## config.mk

```make
export PLATFORM = sky130hd
export DESIGN_NAME = int_issue_select
export DESIGN_NICKNAME = d
export VERILOG_FILES = /design/src/rtl/mips_core_pkg.sv /design/src/rtl/int_issue_select_rr_arbiter.sv /design/src/rtl/int_issue_select.sv
export SDC_FILE = /design/constraint.sdc
export NUM_CORES = 1
export LEC_CHECK = 0
export CORE_AREA = 8 8 330 332
export CTS_BUF_LIST = sky130_fd_sc_hd__clkbuf_8
export CTS_CLUSTER_SIZE = 14
export DETAILED_ROUTE_END_ITERATION = 8
export DIE_AREA = 0 0 338 340
export PLACE_DENSITY = 0.36
export SYNTH_ARGS = -nofsm -noshare
export SYNTH_HDL_FRONTEND = slang
export SYNTH_SLANG_ARGS = --single-unit
```

## constraint.sdc

```tcl
create_clock -name clk -period 4.65 [get_ports clk]
set_input_delay 0.93 -clock clk [delete_from_list [all_inputs] [get_ports clk]]
set_output_delay 0.93 -clock clk [all_outputs]
set_load 0.03 [all_outputs]
```

## src/rtl/mips_core_pkg.sv

```systemverilog
// Shared integer-pipeline types: ALU control, branch outcome and the issue-queue entry record.
package mips_core_pkg;

    localparam int PREG_IDX_W = 6;
    localparam int DATA_W_P   = 32;
    localparam int ADDR_W_P   = 32;
    localparam int AL_IDX_W   = 5;

    typedef enum logic [3:0] {
        ALU_ADD  = 4'd0,
        ALU_SUB  = 4'd1,
        ALU_AND  = 4'd2,
        ALU_OR   = 4'd3,
        ALU_XOR  = 4'd4,
        ALU_NOR  = 4'd5,
        ALU_SLT  = 4'd6,
        ALU_SLTU = 4'd7,
        ALU_SLL  = 4'd8,
        ALU_SRL  = 4'd9,
        ALU_SRA  = 4'd10,
        ALU_LUI  = 4'd11,
        ALU_PASS = 4'd12
    } AluCtl;

    typedef enum logic [0:0] {
        NOT_TAKEN = 1'b0,
        TAKEN     = 1'b1
    } BranchOutcome;

    typedef struct packed {
        logic [PREG_IDX_W-1:0] src1;
        logic [PREG_IDX_W-1:0] src2;
        logic [DATA_W_P-1:0]   imm;
        AluCtl                 alu_ctl;
        logic                  is_branch;
        BranchOutcome          prediction;
        logic [ADDR_W_P-1:0]   recovery;
        logic                  uses_rs;
        logic                  uses_rt;
        logic                  uses_imm;
        logic [AL_IDX_W-1:0]   al_id;
    } int_issue_entry_t;

    // Idle dispatch register contents: everything zero except the static "taken" prediction.
    function automatic int_issue_entry_t entry_reset_value();
        int_issue_entry_t e;
        e            = '0;
        e.prediction = TAKEN;
        return e;
    endfunction

endpackage

```

## src/rtl/int_issue_select_rr_arbiter.sv

```systemverilog
// Round-robin arbiter: rotates the request vector by ptr (double-width shift) and priority-encodes it.
module rr_arbiter #(
    parameter int N     = 8,
    parameter int IDX_W = $clog2(N)
) (
    input  logic [N-1:0]     req,
    input  logic [IDX_W-1:0] ptr,
    output logic [N-1:0]     grant,
    output logic [IDX_W-1:0] idx,
    output logic             any
);

    logic [N-1:0]     rot_s;
    logic [IDX_W-1:0] off_s;

    // Lowest set bit of the rotated vector is the first requester at or after ptr.
    always_comb begin
        rot_s = N'({req, req} >> ptr);
        off_s = '0;
        for (int k = N - 1; k >= 0; k--) begin
            if (rot_s[k]) begin
                off_s = IDX_W'(k);
            end else begin
                off_s = off_s;
            end
        end
        any   = |req;
        idx   = ptr + off_s;
        grant = '0;
        if (any) begin
            grant[idx] = 1'b1;
        end else begin
            grant = '0;
        end
    end

endmodule

```

## src/rtl/int_issue_select.sv

```systemverilog
// Integer issue select/dispatch: round-robin pick of a ready entry into a valid/ready output register.
// Optional same-cycle writeback wakeup bypass: define ISSUE_SEL_WAKEUP_BYPASS_EN.
module int_issue_select
    import mips_core_pkg::*;
#(
    parameter int QUEUE_SIZE = 8,
    parameter int PREG_IDX   = PREG_IDX_W,
    parameter int DATA_W     = DATA_W_P,
    parameter int ADDR_W     = ADDR_W_P,
    parameter int AL_IDX     = AL_IDX_W
) (
    input  logic                         clk,
    input  logic                         rst,
    input  logic                         flush,
    input  logic [QUEUE_SIZE-1:0]        q_occupied,
    input  logic [QUEUE_SIZE-1:0]        q_rdy1,
    input  logic [QUEUE_SIZE-1:0]        q_rdy2,
    input  logic [QUEUE_SIZE*PREG_IDX-1:0] q_src1,
    input  logic [QUEUE_SIZE*PREG_IDX-1:0] q_src2,
    input  logic [QUEUE_SIZE*DATA_W-1:0] q_imm,
    input  AluCtl                        q_alu_ctl [QUEUE_SIZE],
    input  logic [QUEUE_SIZE-1:0]        q_is_branch,
    input  BranchOutcome                 q_prediction [QUEUE_SIZE],
    input  logic [QUEUE_SIZE*ADDR_W-1:0] q_recovery,
    input  logic [QUEUE_SIZE-1:0]        q_uses_rs,
    input  logic [QUEUE_SIZE-1:0]        q_uses_rt,
    input  logic [QUEUE_SIZE-1:0]        q_uses_imm,
    input  logic [QUEUE_SIZE*AL_IDX-1:0] q_al_id,
    input  logic                         wb_valid,
    input  logic [PREG_IDX-1:0]          wb_tag,
    output logic [QUEUE_SIZE-1:0]        grant_clear,
    output logic                         out_valid,
    input  logic                         out_ready,
    output logic [PREG_IDX-1:0]          out_src1,
    output logic [PREG_IDX-1:0]          out_src2,
    output logic [DATA_W-1:0]            out_imm,
    output AluCtl                        out_alu_ctl,
    output logic                         out_is_branch,
    output BranchOutcome                 out_prediction,
    output logic [ADDR_W-1:0]            out_recovery,
    output logic                         out_uses_rs,
    output logic                         out_uses_rt,
    output logic                         out_uses_imm,
    output logic [AL_IDX-1:0]            out_al_id
);

    localparam int IDX_W = $clog2(QUEUE_SIZE);

    int_issue_entry_t        entry_s [QUEUE_SIZE];
    logic [QUEUE_SIZE-1:0]   rdy1_eff_s;
    logic [QUEUE_SIZE-1:0]   rdy2_eff_s;
    logic [QUEUE_SIZE-1:0]   req_s;
    logic [QUEUE_SIZE-1:0]   grant_s;
    logic [IDX_W-1:0]        sel_s;
    logic                    any_s;
    logic                    slot_free_s;
    logic                    fire_s;

    int_issue_entry_t        out_entry_d, out_entry_q;
    logic                    out_valid_d, out_valid_q;
    logic [IDX_W-1:0]        rr_ptr_d, rr_ptr_q;

    // Unflatten the queue's per-entry fields into entry records.
    always_comb begin
        for (int i = 0; i < QUEUE_SIZE; i++) begin
            entry_s[i].src1       = q_src1[i*PREG_IDX +: PREG_IDX];
            entry_s[i].src2       = q_src2[i*PREG_IDX +: PREG_IDX];
            entry_s[i].imm        = q_imm[i*DATA_W +: DATA_W];
            entry_s[i].alu_ctl    = q_alu_ctl[i];
            entry_s[i].is_branch  = q_is_branch[i];
            entry_s[i].prediction = q_prediction[i];
            entry_s[i].recovery   = q_recovery[i*ADDR_W +: ADDR_W];
            entry_s[i].uses_rs    = q_uses_rs[i];
            entry_s[i].uses_rt    = q_uses_rt[i];
            entry_s[i].uses_imm   = q_uses_imm[i];
            entry_s[i].al_id      = q_al_id[i*AL_IDX +: AL_IDX];
        end
    end

`ifdef ISSUE_SEL_WAKEUP_BYPASS_EN
    // A matching writeback tag this cycle counts as ready, so the consumer can issue immediately.
    always_comb begin
        for (int i = 0; i < QUEUE_SIZE; i++) begin
            rdy1_eff_s[i] = q_rdy1[i] |
                            (wb_valid & q_uses_rs[i] & (q_src1[i*PREG_IDX +: PREG_IDX] == wb_tag));
            rdy2_eff_s[i] = q_rdy2[i] |
                            (wb_valid & q_uses_rt[i] & (q_src2[i*PREG_IDX +: PREG_IDX] == wb_tag));
        end
    end
`else
    logic unused_wb_s;
    assign unused_wb_s = ^{wb_valid, wb_tag};
    assign rdy1_eff_s  = q_rdy1;
    assign rdy2_eff_s  = q_rdy2;
`endif

    assign req_s = q_occupied & rdy1_eff_s & rdy2_eff_s;

    rr_arbiter #(
        .N     (QUEUE_SIZE),
        .IDX_W (IDX_W)
    ) u_rr_arbiter (
        .req   (req_s),
        .ptr   (rr_ptr_q),
        .grant (grant_s),
        .idx   (sel_s),
        .any   (any_s)
    );

    // Fire decision and next-state; grant_clear is suppressed under reset so the queue frees nothing.
    always_comb begin
        slot_free_s = ~out_valid_q | out_ready;
        fire_s      = slot_free_s & any_s & ~flush & ~rst;
        out_entry_d = out_entry_q;
        out_valid_d = out_valid_q;
        rr_ptr_d    = rr_ptr_q;
        if (fire_s) begin
            grant_clear = grant_s;
            out_entry_d = entry_s[sel_s];
            out_valid_d = 1'b1;
            rr_ptr_d    = sel_s + IDX_W'(1);
        end else if (flush | out_ready) begin
            grant_clear = '0;
            out_valid_d = 1'b0;
        end else begin
            grant_clear = '0;
        end
    end

    // Dispatch register and round-robin pointer.
    always_ff @(posedge clk) begin
        if (rst) begin
            out_valid_q <= 1'b0;
            rr_ptr_q    <= '0;
            out_entry_q <= entry_reset_value();
        end else begin
            out_valid_q <= out_valid_d;
            rr_ptr_q    <= rr_ptr_d;
            out_entry_q <= out_entry_d;
        end
    end

    assign out_valid      = out_valid_q;
    assign out_src1       = out_entry_q.src1;
    assign out_src2       = out_entry_q.src2;
    assign out_imm        = out_entry_q.imm;
    assign out_alu_ctl    = out_entry_q.alu_ctl;
    assign out_is_branch  = out_entry_q.is_branch;
    assign out_prediction = out_entry_q.prediction;
    assign out_recovery   = out_entry_q.recovery;
    assign out_uses_rs    = out_entry_q.uses_rs;
    assign out_uses_rt    = out_entry_q.uses_rt;
    assign out_uses_imm   = out_entry_q.uses_imm;
    assign out_al_id      = out_entry_q.al_id;

endmodule

```

==> reports/summary.txt <==
antenna violations before repair: 22
warning count from the yosys run: 0
Final Max Slew Viols: 0
cell row count: 119
transition time at the pin with the least slew margin: 812.4 ps
share of the cycle needed by the critical path after routing: 101.3%
min Tclk post-route: 4709 ps
count of clock tree sinks: 94
Worst Path Max Fanout: 7
vias per std cell: 3.708
proportion of layout cells with a drive suffix above 1: 26.33%
I/O pins: 854
largest vdd supply drop: 0.1550 mV
final worst slack: -59.33 ps
gpl congestion: 0.9419
routed wire length: 77700 um
top_reg_cell synth: sky130_fd_sc_hd__dfxtp_1
launching element of the worst setup path: q_rdy2[5]
termination of the worst setup path: grant_clear[7]
result of the run: finished, violations left
routed via count: 12284
library cell contributing the largest single delay on the critical path: sky130_fd_sc_hd__fa_4
Commonest cells post-synth: sky130_fd_sc_hd__nor2_1, sky130_fd_sc_hd__mux4_2, sky130_fd_sc_hd__inv_1
Slew HR: 45.84%
layout overhead on the synthesized area: 111.4%
wire length of the first global-routing pass: 106300 um
capturing point of the worst reg2reg path: out_imm[10]
Fmax achieved: 0.2123 GHz
Post-synth EDFFs: 0
number of different library cells in the post-synthesis netlist: 46
half-perimeter wire length after detailed placement: 67350 um
clock tree from TritonCTS: built
worst min path class: flop to flop
fraction of registers with async set or reset after synthesis: 0%
Core Box Area: 0.1041 mm^2
full die area: 0.1149 mm^2
source-to-sink clock delay at the later pin of the worst-skew pair: 440 ps
sequential share of the synthesized area: 18.12%
fill cell total of the finished layout: 11366
synthesized flop and latch total: 94
cell repeated most along the worst path: sky130_fd_sc_hd__buf_6
die height: 340 um
Register Area: 0.001886 mm^2
total global-route track usage: 12.87%
footprint of the multi-input gates: 0.007574 mm^2
DRT iter0 DRCs: 595
crit-path cells: buf_6 -> nand3_4 -> mux4_2 -> mux2i_2 -> a311oi_1 -> o21bai_1 -> a21boi_1 -> o21ba_2 -> ha_4 -> inv_2 -> fa_4 -> buf_6 -> nor3_4 -> buf_6
failing checks: negative setup slack
drt drc: 0
CTS Buf Count: 9
nets in the synthesized netlist: 1765
setup repair after global routing missed its margin: yes
Inst Count DP: 3275
hold buffers post-CTS: 0
maximum number of buffers from clock root to sink: 2
count leader, synth: sky130_fd_sc_hd__nor2_1
leakage dissipation: 8.398 nW
overall die width: 338 um
Max-Cap Viols: 0
wire length per cell after detailed routing: 23.45 um
via count of the first global-routing pass: 13891
detailed-routing iteration count for the pre-antenna-repair pass: 5
total congestion overflow after global routing: 0
final setup vio count: 7
category of the most critical setup path: input pin to primary output
kind of end point of the critical path: primary output
antenna viol nets, final: 0
worst setup slack for register-to-register paths: 350 ps
placed standard-cell area: 0.02147 mm^2
Port-buffer cells: 846
pin count of the biggest net entering global routing: 96
depth of the most critical reg-to-reg path: 16
hold violation count in the final report: 0
power density over the cells: 328.8 mW/mm^2
clock tree root buffer cell: sky130_fd_sc_hd__clkbuf_8
clock edge transition at the registers on the reported setup and hold paths: 120 ps
post-route standard cell area excluding fillers: 0.02196 mm^2
largest cells by area after synthesis: sky130_fd_sc_hd__mux4_2, sky130_fd_sc_hd__dfxtp_1, sky130_fd_sc_hd__a221oi_2
post-synthesis cell count: 1007
effective utilization at floorplan: 9.981%
worst flop-to-flop path startpoint: rr_ptr_q[1]
number of standard cells in the final layout excluding fillers: 3313
netlist area before placement: 0.01039 mm^2
Required @ worst endpoint: 3720 ps
kind of start point of the critical path: input pin
cell type contributing the most total cell area after synthesis: sky130_fd_sc_hd__mux4_2
Slowest Stage Delay on Critical Path: 680 ps
H-tree levels: 3
Avg Cell Area, Syn: 10.32 um^2
Clock Skew: 27.34 ps
arrival time worst endpoint: 3780 ps
Layout Nets: 2667
area share of the largest cell type after synthesis: 40.33%
kinds of logic after synthesis:
logic type	after synthesis	synth area share, %
flip-flops	94	18.12
AND/OR/NAND/NOR	231	9.323
AO/OA/AOI/OAI	200	18.91
XOR/XNOR	2	0.4336
multiplexers	198	41.83
adder cells (fa/ha/maj)	3	0.4336
buffers and inverters	279	10.95
state kept, by name, indices dropped and copies added (netlist names), 3 cells and up:
register and cells:
out_src2 6, out_src1 6, out_al_id 5, rr_ptr_q 3
out_recovery 32, out_imm 32, out_alu_ctl 4
worst max-delay path: cells and delay by family:
family                   cells  cell delay (ps)
AO/OA/AOI/OAI                4              540
adder cells (fa/ha/maj)      2              840
buffers and inverters        4              450
multiplexers                 2              740
AND/OR/NAND/NOR              2              260
through the flow:
stage	total power, mW	utilization, %	hold WS, ps	setup TNS (ps)	setup slack, ps
after floorplan	4.233	-	638.3	0	4.893
after global placement	6.562	20.63	517.6	-66430	-771.1
after detailed placement	6.605	20.63	557.0	-69350	-816.4
after CTS	7.456	21.06	562.6	-80.73	-64.60
after global routing	7.766	21.09	585.2	-856.8	-156.9
final	7.221	21.10	556.5	-140.0	-59.33
layout by cell type, fill, tap and decap left out, types with 11 or more instances in the layout:
cell                                n
sky130_fd_sc_hd__buf_12            24
sky130_fd_sc_hd__buf_4            114
sky130_fd_sc_hd__nor2_1           187
sky130_fd_sc_hd__o21ai_0           70
sky130_fd_sc_hd__inv_1            182
sky130_fd_sc_hd__o21ai_1           21
sky130_fd_sc_hd__dfxtp_1           93
sky130_fd_sc_hd__clkdlybuf4s50_1  813
sky130_fd_sc_hd__buf_6             26
sky130_fd_sc_hd__clkbuf_8          11
sky130_fd_sc_hd__mux4_2           188
sky130_fd_sc_hd__a221oi_2          90
timing repair:
| item | CTS | global route |
|---|---|---|
| gates resized for setup | 158 | 1 |
| setup buffers | 12 | 2 |
| pin swaps | 22 | 0 |
| endpoints found under the setup margin | 98 | 8 |
power breakdown:
| group | switching (mW) | total, mW | internal [mW] |
|---|---|---|---|
| Combinational | 2.67 | 5.56 | 2.88 |
| Sequential | 0.0674 | 0.962 | 0.894 |
| Clock | 0.415 | 0.701 | 0.285 |
metal layers:
metal | vias up | share of wire (%) | track usage [%]
li1 | 5601 | - | -
met1 | 6108 | 40 | 15.05
met2 | 521 | 51 | 22.93
met3 | 50 | 7.8 | 3.849
met4 | 4 | 1.6 | 2.934
met5 | - | 0.035 | 0
area by class of cell:
class	count	share of cell area, %
repair buffers	985	44.75
multi-input cells	634	34.49
flip-flops and latches	94	8.587
well taps	1391	7.926
inverters	185	3.163
clock buffers	11	0.6895
clock inverters	5	0.2963
diodes	8	0.09117
how the worst min path moves through the flow:
| stage | startpoint | end | slack [ps] | depth (start not counted) |
|---|---|---|---|---|
| finish | out_valid | out_valid | 560 | 2 |
| CTS | rr_ptr_q[1] | rr_ptr_q[1] | 560 | 2 |
| floorplan | out_valid | out_valid | 640 | 2 |
| global placement | out_valid | out_valid | 520 | 2 |
| detailed placement | out_valid | out_valid | 560 | 2 |
| global route | out_valid | out_valid | 590 | 2 |
(Power assumes the default switching activity.)
